`config.mk`:
```
export PLATFORM = sky130hd
export DESIGN_NAME = window_sum_pipe_flat
export DESIGN_NICKNAME = d
export VERILOG_FILES = /design/src/rtl/filter_pkg.sv /design/src/rtl/window_sum_pipe_if.sv /design/src/rtl/add_tree_level.sv /design/src/rtl/window_sum_pipe.sv /design/src/flat_wrapper.sv
export SDC_FILE = /design/constraint.sdc
export NUM_CORES = 1
export LEC_CHECK = 0
export ABC_AREA = 1
export CORE_UTILIZATION = 50
export DETAILED_ROUTE_END_ITERATION = 8
export GPL_ROUTABILITY_DRIVEN = 0
export GPL_TIMING_DRIVEN = 0
export PLACE_DENSITY_LB_ADDON = 0.15
export SLEW_MARGIN = 20
export SYNTH_ARGS = -nofsm -noshare
export SYNTH_HDL_FRONTEND = slang
export SYNTH_HIERARCHICAL = 1
export SYNTH_SLANG_ARGS = --single-unit
```
`constraint.sdc`:
```
create_clock -name clk -period 7.4 [get_ports clk]
set_input_delay 1.48 -clock clk [delete_from_list [all_inputs] [get_ports clk]]
set_output_delay 1.48 -clock clk [all_outputs]
set_load 0.01 [all_outputs]
```
`src/rtl/filter_pkg.sv`:
```
// Shared constants and width/latency helpers for the filter datapath blocks.
// Everything here is a constant function so callers can size ports and generate loops.
package filter_pkg;

    localparam int PIX_W = 8;

    function automatic int CLOG2(input int n);
        int r;
        int v;
        r = 0;
        v = n - 1;
        while (v > 0) begin
            r = r + 1;
            v = v >> 1;
        end
        return r;
    endfunction

    function automatic int SUM_W_OF(input int n, input int w);
        return w + CLOG2(n);
    endfunction

    function automatic int LAT_OF(input int n);
        return CLOG2(n) + 2;
    endfunction

    // Operand count entering adder-tree level lvl (ceil(n / 2^lvl)).
    function automatic int LEVEL_OPS(input int n, input int lvl);
        return (n + (1 << lvl) - 1) >> lvl;
    endfunction

    // floor(2^s / n); with s >= sum width the quotient estimate is low by at most one.
    function automatic longint RECIP_OF(input int n, input int s);
        return (longint'(1) << s) / longint'(n);
    endfunction

endpackage

```
`src/rtl/window_sum_pipe_if.sv`:
```
// Window-in / sum-and-mean-out bundle between the window generator and the filter datapath.
// The master drives windows and the stall enable; the slave returns sum, mean and valid.
interface window_sum_pipe_if
    import filter_pkg::*;
#(
    parameter int N_IN   = 9,
    parameter int DATA_W = PIX_W
) ();

    localparam int SUM_W = SUM_W_OF(N_IN, DATA_W);

    logic                     en;
    logic                     in_valid;
    logic [N_IN*DATA_W-1:0]   in_data;
    logic                     out_valid;
    logic [SUM_W-1:0]         out_sum;
    logic [DATA_W-1:0]        out_mean;

    modport master (
        output en,
        output in_valid,
        output in_data,
        input  out_valid,
        input  out_sum,
        input  out_mean
    );

    modport slave (
        input  en,
        input  in_valid,
        input  in_data,
        output out_valid,
        output out_sum,
        output out_mean
    );

endinterface

```
`src/rtl/add_tree_level.sv`:
```
// One registered adder-tree level: adjacent operands are summed left to right,
// an odd last operand is zero-extended and passed through, then everything is registered.
module add_tree_level #(
    parameter int N_OPS = 9,
    parameter int OP_W  = 8
) (
    input  logic                                   clk,
    input  logic                                   rst_n,
    input  logic                                   i_en,
    input  logic                                   i_valid,
    input  logic [N_OPS*OP_W-1:0]                  i_ops,
    output logic                                   o_valid,
    output logic [((N_OPS+1)/2)*(OP_W+1)-1:0]      o_ops
);

    localparam int N_RES = (N_OPS + 1) / 2;
    localparam int RES_W = OP_W + 1;

    logic [N_RES*RES_W-1:0] w_res;
    logic [N_RES*RES_W-1:0] r_ops;
    logic                   r_valid;

    genvar gi;
    generate
        for (gi = 0; gi < N_RES; gi++) begin : g_pair
            if (2 * gi + 1 < N_OPS) begin : g_add
                assign w_res[gi*RES_W +: RES_W] = RES_W'(i_ops[(2*gi)*OP_W +: OP_W])
                                                + RES_W'(i_ops[(2*gi+1)*OP_W +: OP_W]);
            end else begin : g_pass
                assign w_res[gi*RES_W +: RES_W] = RES_W'(i_ops[(2*gi)*OP_W +: OP_W]);
            end
        end
    endgenerate

    always_ff @(posedge clk or negedge rst_n) begin
        if (!rst_n) begin
            r_ops   <= '0;
            r_valid <= 1'b0;
        end else if (i_en) begin
            r_ops   <= w_res;
            r_valid <= i_valid;
        end
    end

    assign o_ops   = r_ops;
    assign o_valid = r_valid;

endmodule

```
`src/rtl/window_sum_pipe.sv`:
```
// Fully pipelined N-input window adder with valid tracking, global stall enable and
// an exact floor(sum/N_IN) mean computed in the output stage.
module window_sum_pipe
    import filter_pkg::*;
#(
    parameter int N_IN   = 9,
    parameter int DATA_W = PIX_W
) (
    input  logic              clk,
    input  logic              rst_n,
    window_sum_pipe_if.slave  bus
);

    localparam int SUM_W  = SUM_W_OF(N_IN, DATA_W);
    localparam int N_LVL  = CLOG2(N_IN);
    localparam int PROD_W = 2 * SUM_W;
    localparam logic [SUM_W-1:0] RECIP = SUM_W'(RECIP_OF(N_IN, SUM_W));

    logic [N_IN*DATA_W-1:0] r_data;
    logic                   r_valid;

    always_ff @(posedge clk or negedge rst_n) begin
        if (!rst_n) begin
            r_data  <= '0;
            r_valid <= 1'b0;
        end else if (bus.en) begin
            r_data  <= bus.in_data;
            r_valid <= bus.in_valid;
        end
    end

    // Each level reads the previous level's registered outputs; level 0 reads the input stage.
    genvar gi;
    generate
        for (gi = 0; gi < N_LVL; gi++) begin : g_lvl
            localparam int OPS   = LEVEL_OPS(N_IN, gi);
            localparam int OP_W  = DATA_W + gi;
            localparam int RES_W = ((OPS + 1) / 2) * (OP_W + 1);

            logic [OPS*OP_W-1:0] w_ops_in;
            logic                w_valid_in;
            logic [RES_W-1:0]    w_ops;
            logic                w_valid;

            if (gi == 0) begin : g_src
                assign w_ops_in   = r_data;
                assign w_valid_in = r_valid;
            end else begin : g_src
                assign w_ops_in   = g_lvl[gi-1].w_ops;
                assign w_valid_in = g_lvl[gi-1].w_valid;
            end

            add_tree_level #(
                .N_OPS (OPS),
                .OP_W  (OP_W)
            ) u_level (
                .clk     (clk),
                .rst_n   (rst_n),
                .i_en    (bus.en),
                .i_valid (w_valid_in),
                .i_ops   (w_ops_in),
                .o_valid (w_valid),
                .o_ops   (w_ops)
            );
        end
    endgenerate

    logic [SUM_W-1:0]  w_sum;
    logic              w_sum_valid;
    logic [PROD_W-1:0] w_prod;
    logic [SUM_W-1:0]  w_q_est;
    logic [SUM_W-1:0]  w_back;
    logic [SUM_W-1:0]  w_rem;
    logic [SUM_W-1:0]  w_q;

    assign w_sum       = SUM_W'(g_lvl[N_LVL-1].w_ops);
    assign w_sum_valid = g_lvl[N_LVL-1].w_valid;

    // Reciprocal estimate is q or q-1; one remainder test restores the exact quotient.
    assign w_prod  = PROD_W'(w_sum) * PROD_W'(RECIP);
    assign w_q_est = SUM_W'(w_prod >> SUM_W);
    assign w_back  = w_q_est * SUM_W'(N_IN);
    assign w_rem   = w_sum - w_back;
    assign w_q     = (w_rem >= SUM_W'(N_IN)) ? (w_q_est + SUM_W'(1)) : w_q_est;

    logic              r_out_valid;
    logic [SUM_W-1:0]  r_sum;
    logic [DATA_W-1:0] r_mean;

    always_ff @(posedge clk or negedge rst_n) begin
        if (!rst_n) begin
            r_out_valid <= 1'b0;
            r_sum       <= '0;
            r_mean      <= '0;
        end else if (bus.en) begin
            r_out_valid <= w_sum_valid;
            r_sum       <= w_sum;
            r_mean      <= DATA_W'(w_q);
        end
    end

    assign bus.out_valid = r_out_valid;
    assign bus.out_sum   = r_sum;
    assign bus.out_mean  = r_mean;

endmodule

```
`src/flat_wrapper.sv`:
```
// flat-port wrapper written by rule: the top's interface ports become plain ports
module window_sum_pipe_flat import filter_pkg::*;
#(
    parameter int N_IN   = 9,
    parameter int DATA_W = PIX_W
)
  (clk, rst_n, bus_en, bus_in_valid, bus_in_data, bus_out_valid, bus_out_sum, bus_out_mean);
  window_sum_pipe_if #(.N_IN(N_IN), .DATA_W(DATA_W)) bus_i ();
  input  logic clk;
  input  logic rst_n;
  input wire logic [$bits(bus_i.en)-1:0] bus_en;
  input wire logic [$bits(bus_i.in_valid)-1:0] bus_in_valid;
  input wire logic [$bits(bus_i.in_data)-1:0] bus_in_data;
  output wire logic [$bits(bus_i.out_valid)-1:0] bus_out_valid;
  output wire logic [$bits(bus_i.out_sum)-1:0] bus_out_sum;
  output wire logic [$bits(bus_i.out_mean)-1:0] bus_out_mean;
  assign bus_i.en = bus_en;
  assign bus_i.in_valid = bus_in_valid;
  assign bus_i.in_data = bus_in_data;
  assign bus_out_valid = bus_i.out_valid;
  assign bus_out_sum = bus_i.out_sum;
  assign bus_out_mean = bus_i.out_mean;
  window_sum_pipe #(.N_IN(N_IN), .DATA_W(DATA_W)) u_core (.clk(clk), .rst_n(rst_n), .bus(bus_i));
endmodule
```
==> metrics.txt <==
Clock Latency Late Sink ~540 ps; CTS root buffer clkbuf_16; ANT cells 0; die width 171.0 µm; post-synth top area cell dfrtp_1; Slew @ Worst Pin 1027 ps; CTS max path bufs 3; Area contributors post-synth dfrtp_1 (36%), nand2_1 (22%), ha_1 (12%), fa_1 (5.6%), inv_1 (5.6%); Syn Nets 2172; CP max stage delay 550 ps; Filler cells ~2.6k; Setup crit end kind flop; arrival time worst endpoint 7270 ps; largest net degree at the start of global routing between 90 and 100; starting DRC count in detailed routing 668; number of synthesized register bits a little over 200; CTS sink count 204; Initial Util 51.12%; io pins 97; post-synthesis async set-or-reset flop share 100.0%; Slew Limit Fails 0; gr ovfl total 0; Total Routing Usage GR between 20% and 30%; Tmin final 6856 ps; most frequent cell after synthesis nand2_1; row count 61; family with the most delay on the worst path adder cells; Max stage delay cell, worst path fa_1; Seq/Total Area, Yosys 35.75%; die area ~30000 µm²; initial antenna violation count 0; CP startpoint kind flop; Sequential Area 5106 µm²; CTS tree done; DPL Wire Length roughly 26 mm; final hold vios 0; core area ~28000 µm²; area of the multi-input gates just over 8000 µm²; most used cell, CP nand2_1; synthesis warning total 6; nets between 2k and 2.5k; first-pass GRT wire length 55.83 mm; mean area per synthesized cell 7.446 µm²; EDFF count, synth 0; layout cells sized above 1 6.223%; post-synth top area share between 30% and 40%; cells after synthesis 1918; fin crit share 92.65%; Critical Path Fanout Max 8; max_cap viols 0; Netlist cell types 43; Area Growth Syn to Fin 15.82%; DRT Pass-1 Iters 5; Reg clk slew, reported paths 60 ps; CTS Buf Count 24; worst-case clock skew 7.623 ps; IO buf count 96; CP bufs+invs 7; outcome finished clean; H-tree depth 1; Setup CP Type reg -> reg; Rel. slew slack 31.51%; antenna-violating nets left 0; Post-Syn Area between 10000 and 15000 µm²; total number of vias 12.08k; Main synth FF type dfrtp_1; post-DR wirelength/cell 13.63 µm; endpoints failing setup 0; Synth top cells by count nand2_1 (831), inv_1 (213), dfrtp_1 (204); DR DRC count 0; Req. time, crit path between 7000 and 8000 ps; max frequency 145.9 MHz; via/cell ratio between 4 and 5; Post-Route WL 33.18 mm; TNS Setup 0 ps; vias in the first global route 11.61k; unrepaired setup endpoints after global routing no; DIE HEIGHT ~170 µm; Hold Crit Class reg -> reg; Hold-fix buffers, CTS 0
[kinds of logic after synthesis]
group                      share of synthesized area [%]
and+or+nand+nor                                    32.41
buffers and inverters                              7.692
DFF                                                35.75
adders and majority gates                          17.70
AOI/OAI and AO/OA                                  4.906
xor gates and xnor gates                           1.472
other                                            0.07884
[stage by stage]
step                std cells  setup WS (ps)  util, %  hold slack [ps]  cell area [µm²]
finish                   2435          544.0    59.21            471.7            16540
global route             2435          20.01    59.21            491.6            16540
CTS                      2432          383.1    59.13            477.0            16520
detailed placement       2394          416.0    56.47            462.6            15780
global placement         2392          -3572    56.26            454.8            15720
floorplan                1918           1408        -            441.7            14280
[final timing paths]
check,from,to,depth (start not counted),slack (ps)
setup / recovery,u_core/g_lvl[3].u_level/o_ops[9]$_DFFE_PN0P_,u_core/bus.out_mean[7]$_DFFE_PN0P_,32,540
hold / removal,u_core/g_lvl[0].w_ops_in[70]$_DFFE_PN0P_,u_core/g_lvl[0].w_ops_in[70]$_DFFE_PN0P_,2,470
setup reg to reg,u_core/g_lvl[3].u_level/o_ops[9]$_DFFE_PN0P_,u_core/bus.out_mean[7]$_DFFE_PN0P_,32,540
hold reg to reg,u_core/g_lvl[0].w_ops_in[70]$_DFFE_PN0P_,u_core/g_lvl[0].w_ops_in[70]$_DFFE_PN0P_,2,470
max in group asynchronous,rst_n,u_core/bus.out_mean[5]$_DFFE_PN0P_,3,5460
min in group asynchronous,rst_n,u_core/g_lvl[0].w_ops_in[69]$_DFFE_PN0P_,1,830
[timing repair]
item / in CTS / in global routing
resized for setup: 0 / 1
setup endpoints to repair: 0 / 7
setup buffers: 0 / 3
[flip-flops by register name, summed over array words and instances (netlist names)]
register	count
u_core/g_lvl.u_level/o_ops	106
u_core/g_lvl.w_valid_in	1
u_core/g_lvl.w_ops_in	72
u_core/bus.out_mean	8
u_core/bus.out_sum	12
u_core/g_lvl.u_level/o_valid	4
u_core/bus.out_valid	1
[cell type report]
type                    count  area share, %
multi-input cells        1441          48.84
repair buffers            101          6.309
flip-flops and latches    204          30.87
well taps                 378          2.859
clock buffers              33          4.017
plain buffers              46          1.490
inverters                 227          5.151
clock inverters             5         0.4690
[cell usage in the layout (no fill, tap or decap), types with 3 or more instances in the layout]
cell,count
nand4_1,21
buf_6,4
fa_1,40
clkdlybuf4s50_1,95
buf_4,9
xor2_1,14
conb_1,3
a21oi_2,11
nor2_1,88
and2_4,3
o21ai_0,35
a21oi_1,35
clkbuf_1,28
xnor2_1,10
nand3_1,99
or2_1,6
clkbuf_8,4
inv_1,213
buf_2,9
a31oi_1,5
or2_4,3
inv_2,13
nand3_2,4
o21ai_2,4
buf_1,4
nor2_2,8
nand2_1,831
o21bai_1,3
dfrtp_1,203
clkbuf_16,24
nand3b_1,21
o21ai_1,26
ha_1,138
nand2_2,15
nor3_1,7
[tightest hold or removal path, stage by stage, from the launching register on]
cell	delay, ps
dfrtp_1	340
nand2_1	50
nand2_1	50
[metal layers]
layer / vias up / routed length, µm / part of all wire (%) / track usage, %
met5: - / 0 / 0 / 0
met4: 0 / 889 / 2.7 / 6.328
met3: 48 / 1224 / 3.7 / 2.730
met2: 229 / 16040 / 48 / 41.64
met1: 5564 / 15030 / 45 / 30.90
li1: 6237 / - / - / -
Power is not shown: default switching activity piles up to over one toggle a cycle in this logic, so the estimate is an artifact.
